==> src/rtl/stack_pkg.sv <==
// rtl/stack_pkg.sv - shared stack control-field encodings for decoder and stack datapath
package stack_pkg;
    localparam logic [1:0] SP_HOLD = 2'b00;
    localparam logic [1:0] SP_INC  = 2'b01;
    localparam logic [1:0] SP_DEC2 = 2'b10;
    localparam logic [1:0] SP_DEC1 = 2'b11;

    localparam logic [1:0] WR_NONE = 2'b00;
    localparam logic [1:0] WR_ALU  = 2'b01;
    localparam logic [1:0] WR_DMEM = 2'b10;
    localparam logic [1:0] WR_PC   = 2'b11;
endpackage

==> src/rtl/stack_regfile.sv <==
// rtl/stack_regfile.sv - operand stack storage, one write port and two combinational read ports
module stack_regfile #(
    parameter int DATA_W = 32,
    parameter int DEPTH  = 16,
    parameter int ADDR_W = $clog2(DEPTH)
) (
    input  logic              clk,
    input  logic              reset,
    input  logic              we,
    input  logic [ADDR_W-1:0] waddr,
    input  logic [DATA_W-1:0] wdata,
    input  logic [ADDR_W-1:0] raddr_a,
    output logic [DATA_W-1:0] rdata_a,
    input  logic [ADDR_W-1:0] raddr_b,
    output logic [DATA_W-1:0] rdata_b
);
    logic [DATA_W-1:0] mem [DEPTH];

    always_ff @(posedge clk or posedge reset) begin
        if (reset) begin
            for (int i = 0; i < DEPTH; i++) begin
                mem[i] <= '0;
            end
        end else if (we) begin
            mem[waddr] <= wdata;
        end
    end

    assign rdata_a = mem[raddr_a];
    assign rdata_b = mem[raddr_b];
endmodule

==> src/rtl/stack_unit.sv <==
// rtl/stack_unit.sv - operand stack with sp arithmetic, legality check and sticky overflow/underflow flags
module stack_unit
    import stack_pkg::*;
#(
    parameter int DATA_W = 32,
    parameter int DEPTH  = 16,
    parameter int ADDR_W = $clog2(DEPTH)
) (
    input  logic              clk,
    input  logic              reset,
    input  logic              en,
    input  logic [1:0]        StackUpdateMode,
    input  logic [1:0]        StackWriteSrc,
    input  logic [DATA_W-1:0] alu_result,
    input  logic [DATA_W-1:0] dmem_rdata,
    input  logic [DATA_W-1:0] pc_temp,
    output logic [DATA_W-1:0] top,
    output logic [DATA_W-1:0] second,
    output logic [ADDR_W:0]   sp,
    output logic              empty,
    output logic              full,
    output logic              overflow,
    output logic              underflow
);
    localparam logic [ADDR_W:0]   SP_ZERO = '0;
    localparam logic [ADDR_W:0]   SP_ONE  = (ADDR_W+1)'(1);
    localparam logic [ADDR_W:0]   SP_TWO  = (ADDR_W+1)'(2);
    localparam logic [ADDR_W:0]   SP_MAX  = (ADDR_W+1)'(DEPTH);
    localparam logic [ADDR_W-1:0] IDX_ONE = ADDR_W'(1);
    localparam logic [ADDR_W-1:0] IDX_TWO = ADDR_W'(2);

    logic [ADDR_W-1:0] sp_lo, idx_top, idx_second, waddr;
    logic [ADDR_W:0]   sp_next;
    logic [DATA_W-1:0] wdata, rd_top, rd_second;
    logic              has_wr, ovf_cond, udf_cond, legal, we;

    // Index arithmetic is modulo DEPTH; out-of-range cases are masked or suppressed.
    assign sp_lo      = sp[ADDR_W-1:0];
    assign idx_top    = sp_lo - IDX_ONE;
    assign idx_second = sp_lo - IDX_TWO;

    assign empty  = (sp == SP_ZERO);
    assign full   = (sp == SP_MAX);
    assign top    = (sp < SP_ONE) ? '0 : rd_top;
    assign second = (sp < SP_TWO) ? '0 : rd_second;

    assign has_wr = (StackWriteSrc != WR_NONE);

    always_comb begin
        sp_next = sp;
        waddr   = idx_top;
        case (StackUpdateMode)
            SP_HOLD: begin sp_next = sp;          waddr = idx_top;    end
            SP_INC:  begin sp_next = sp + SP_ONE; waddr = sp_lo;      end
            SP_DEC2: begin sp_next = sp - SP_TWO; waddr = idx_second; end
            default: begin sp_next = sp - SP_ONE; waddr = idx_second; end
        endcase
    end

    always_comb begin
        wdata = '0;
        case (StackWriteSrc)
            WR_ALU:  wdata = alu_result;
            WR_DMEM: wdata = dmem_rdata;
            WR_PC:   wdata = pc_temp;
            default: wdata = '0;
        endcase
    end

    // Conditions are keyed on mode, so overflow and underflow are mutually exclusive.
    assign ovf_cond = en && (StackUpdateMode == SP_INC) && (sp == SP_MAX);
    assign udf_cond = en && (((StackUpdateMode == SP_DEC1) && (sp < SP_ONE)) ||
                             ((StackUpdateMode == SP_DEC2) && (sp < SP_TWO)) ||
                             ((StackUpdateMode == SP_DEC2) && has_wr) ||
                             ((StackUpdateMode == SP_HOLD) && has_wr && (sp < SP_ONE)) ||
                             ((StackUpdateMode == SP_DEC1) && has_wr && (sp < SP_TWO)));
    assign legal = en && !ovf_cond && !udf_cond;
    assign we    = legal && has_wr;

    always_ff @(posedge clk or posedge reset) begin
        if (reset) begin
            sp        <= '0;
            overflow  <= 1'b0;
            underflow <= 1'b0;
        end else begin
            if (legal)    sp        <= sp_next;
            if (ovf_cond) overflow  <= 1'b1;
            if (udf_cond) underflow <= 1'b1;
        end
    end

    stack_regfile #(
        .DATA_W(DATA_W),
        .DEPTH (DEPTH),
        .ADDR_W(ADDR_W)
    ) u_regfile (
        .clk    (clk),
        .reset  (reset),
        .we     (we),
        .waddr  (waddr),
        .wdata  (wdata),
        .raddr_a(idx_top),
        .rdata_a(rd_top),
        .raddr_b(idx_second),
        .rdata_b(rd_second)
    );
endmodule

==> config.mk <==
export PLATFORM = sky130hd
export DESIGN_NAME = stack_unit
export DESIGN_NICKNAME = d
export VERILOG_FILES = /design/src/rtl/stack_pkg.sv /design/src/rtl/stack_regfile.sv /design/src/rtl/stack_unit.sv
export SDC_FILE = /design/constraint.sdc
export NUM_CORES = 1
export LEC_CHECK = 0
export BUFFER_PORTS_ARGS = -buffer_cell sky130_fd_sc_hd__buf_2
export CORE_MARGIN = 4
export CORE_UTILIZATION = 55
export CTS_CLUSTER_SIZE = 28
export DETAILED_ROUTE_END_ITERATION = 12
export PLACE_DENSITY = 0.69
export SKIP_LAST_GASP = 1
export SYNTH_ARGS = -nofsm -noshare
export SYNTH_HDL_FRONTEND = slang
export SYNTH_HIERARCHICAL = 1
export SYNTH_SLANG_ARGS = --single-unit
export TNS_END_PERCENT = 100
==> constraint.sdc <==
create_clock -name clk -period 39.5 [get_ports clk]
set_input_delay 5.925 -clock clk [delete_from_list [all_inputs] [get_ports clk]]
set_output_delay 5.925 -clock clk [all_outputs]
set_load 0.01 [all_outputs]
==> impl_metrics.csv <==
group,metric,value,unit
yosys,synth_xor_area_share,0.153,%
yosys,syn-num-nets,2049,
timing,slew_headroom,28.3,%
clocking,clk_pin_slew,0.06,ns
layout,drive_gt1_share,55.2,%
yosys,synth-compound-area-share,5.23,%
timing,worstMarginPinSlew,1.07,ns
power,leakage,14.5,nW
yosys,yosys-top-cells-count,"dfrtp_1 (519), mux2_2 (499), mux4_2 (256)",
clocking,cts_max_level,2,
clocking,post-cts-setup-buffer-count,0,
yosys,yosysWarnings,6,
critical_path,worstPathArrival,5.38,ns
clocking,cts_root_buffer,"clkbuf_16",
yosys,synth_ff_type,"dfrtp_1",
power,powerDensity,95.5,nW/um2
global_routing,grt_max_degree,112,
critical_path,timing.reg2reg.setup_slack,34.17,ns
timing,clock.fmax,88.4,MHz
yosys,yosysMostFrequentCell,"dfrtp_1",
floorplanning,initial_utilization,55.7,%
layout,syn2layout_area_growth,11.2,%
global_routing,antenna_found_initial,0,
global_routing,grt-ovfl-total,0,
critical_path,path_delay_family,"buffers and inverters",
yosys,async_flop_share,100,%
critical_path,critical_path_buf_inv_count,5,
job,cap_violations,0,
power,power_frac_clock,17.5,%
global_routing,grtUsageTotal,29.2,%
critical_path,cp.required,33.58,ns
yosys,ys_ff_latch,519,
timing,rsz0062_at_grt,"no",
power,vdd_ir_drop_max,0.0976,mV
yosys,netlist_area,28700,um2
yosys,synth_area_leaders,"dfrtp_1 (45%), mux4_2 (20%), mux2_2 (20%)",
timing,hold_viol_final,0,
routing,wl,81700,um
routing,via_per_inst,6.79,
floorplanning,die_area,55800,um2
routing,wl_per_cell,29.9,um
layout,finalNetCount,2122,
power,sequentialPowerShare,30.9,%
critical_path,crit_slowest_cell,"buf_4",
timing,setup_tns,0,ns
yosys,synthAdderAreaFrac,0.393,%
placed_design,place_congestion,0.810,
yosys,netlist_instances,1937,
yosys,synth.mux.area_fraction,42.1,%
power,p_int,0.00185,W
floorplanning,num_rows,83,
layout,fin_util,62.0,%
floorplanning,core_area,51400,um2
yosys,synth-simple-area-share,3.54,%
timing,period_minus_slack,11.31,ns
yosys,yosysTopAreaCell,"dfrtp_1",
yosys,synth_edf_count,0,
global_routing,grt_pass1_vias,19922,
placed_design,io_buffers,175,
clocking,clock_latency,0.62,ns
placed_design,dpl.hpwl,46500,um
critical_path,end_kind,"output pin",
power,netSwitchingPower,0.00119,W
routing,drc_errors,0,
routing,ant_nets,0,
critical_path,path_cells,"buf_12, inv_8, ha_1, inv_6, buf_4, mux4_2, a22oi_1, nand2_1, nor2b_1, buf_2",
timing,fin_worst_skew,0.0188,ns
power,power_switching_share,39.2,%
critical_path,cp-start-kind,"register",
clocking,cts.sinks,519,
clocking,cts_max_path_buffers,3,
floorplanning,fp.dieW,236,um
worst_hold_path,hold_path.class,"reg2reg",
floorplanning,ios,176,
timing,report.final.slew_viol_count,0,
floorplanning,die_y,236,um
yosys,ys_types,51,
routing,vias,18562,
yosys,synth_top_family_by_area,"multiplexers",
yosys,avgSynthCellArea,14.8,um2
timing,final-setup-viol-count,0,
yosys,yosysSeqAreaShare,45.3,%
status,status,"completed",
clocking,post_cts_resized,0,
routing,dr.pass1.iters,5,
clocking,cts_tree,"yes",
yosys,synth_top_area_share,45.3,%
power,combPwrFrac,51.6,%
critical_path,path_class,"reg2out",
clocking,numCtsBuffers,55,
global_routing,grt_pass1_wl,124000,um
timing,fin_crit_sh,28.6,%
clocking,cts_hold_buf,0,
routing,drt_iter0_drc,1681,
critical_path,critPathMaxStageDelay,0.90,ns
layout,num_antenna_cells,0,
critical_path,crit_fanout,107,
-- cells in the final DEF (no fill, tap or decap), types with 3 or more instances in the layout --
master     count
inv_1         10
nand3b_1       3
bufinv_16      5
clkbuf_1       6
buf_2        175
and2_1        33
mux4_2       256
nand2b_1       4
inv_6          4
a221oi_1       4
a211oi_1       3
nand3_1        3
xor2_1         3
nor2_4         9
nor3_4         3
mux2_4        31
clkinv_2      17
nor2_1         9
ha_1           9
mux2_2       499
nor3b_1        4
a21oi_1        7
a22oi_1      129
dfrtp_1      518
mux2_1        17
nor2b_1       34
nor2b_4        5
clkbuf_8      11
a22o_1        32
nand2_1       70
clkbuf_16     56
buf_4         41
-- kinds of logic after synthesis --
family,after synthesis
AO/OA/AOI/OAI,192
multiplexers,805
flip-flops,519
buffers and inverters,215
XOR/XNOR,5
adder cells (fa/ha/maj),9
AND/OR/NAND/NOR,192
-- stage by stage --
| step | hold WS (ns) | cell area [um2] | total power [W] | worst slack, ns | std cells |
|---|---|---|---|---|---|
| after floorplan | 0.470 | 28700 | 0.00200 | 19.28 | 1937 |
| after global placement | 0.460 | 30000 | 0.00246 | 28.83 | 2633 |
| after detailed placement | 0.479 | 30000 | 0.00251 | 28.78 | 2633 |
| after CTS | 0.496 | 31900 | 0.00305 | 28.13 | 2734 |
| after global routing | 0.524 | 31900 | 0.00320 | 27.86 | 2734 |
| final | 0.503 | 31900 | 0.00304 | 28.19 | 2734 |
-- sequential cells by signal (all words and copies together), names as in the netlist --
signal,flops
overflow,1
sp,5
u_regfile/mem,512
underflow,1
-- layout make-up --
type	count	area [um2]
fill	3849	19500
multi-input combinational	1203	14900
sequential	519	13000
clock buffer	73	1580
timing repair buffer	217	1200
tap	680	851
clock inverter	28	293
inverter	14	77.6
-- power by group through the flow --
stage	clock network [W]	registers [W]	logic (W)
after floorplan	0	0.000881	0.00112
after global placement	0	0.000920	0.00154
after detailed placement	0	0.000941	0.00157
after CTS	0.000542	0.000934	0.00157
after global routing	0.000563	0.000969	0.00166
final	0.000533	0.000939	0.00157
-- path summary, 6_finish.rpt --
kind | to | from | cells after the start
setup / recovery | top[1] | sp[0] | 10
hold / removal | overflow | overflow | 1
setup reg to reg | u_regfile/mem[174] | sp[0] | 10
hold reg to reg | overflow | overflow | 1
max in group asynchronous | u_regfile/mem[109] | reset | 5
min in group asynchronous | overflow | reset | 2
-- layer usage --
| metal | share of wire (%) | GRT usage (%) |
|---|---|---|
| met1 | 41 | 40.1 |
| met5 | 0 | 0 |
| met2 | 50 | 49.0 |
| met4 | 3.2 | 9.24 |
| met3 | 6.0 | 4.12 |
Power figures use the tool's default switching activity.
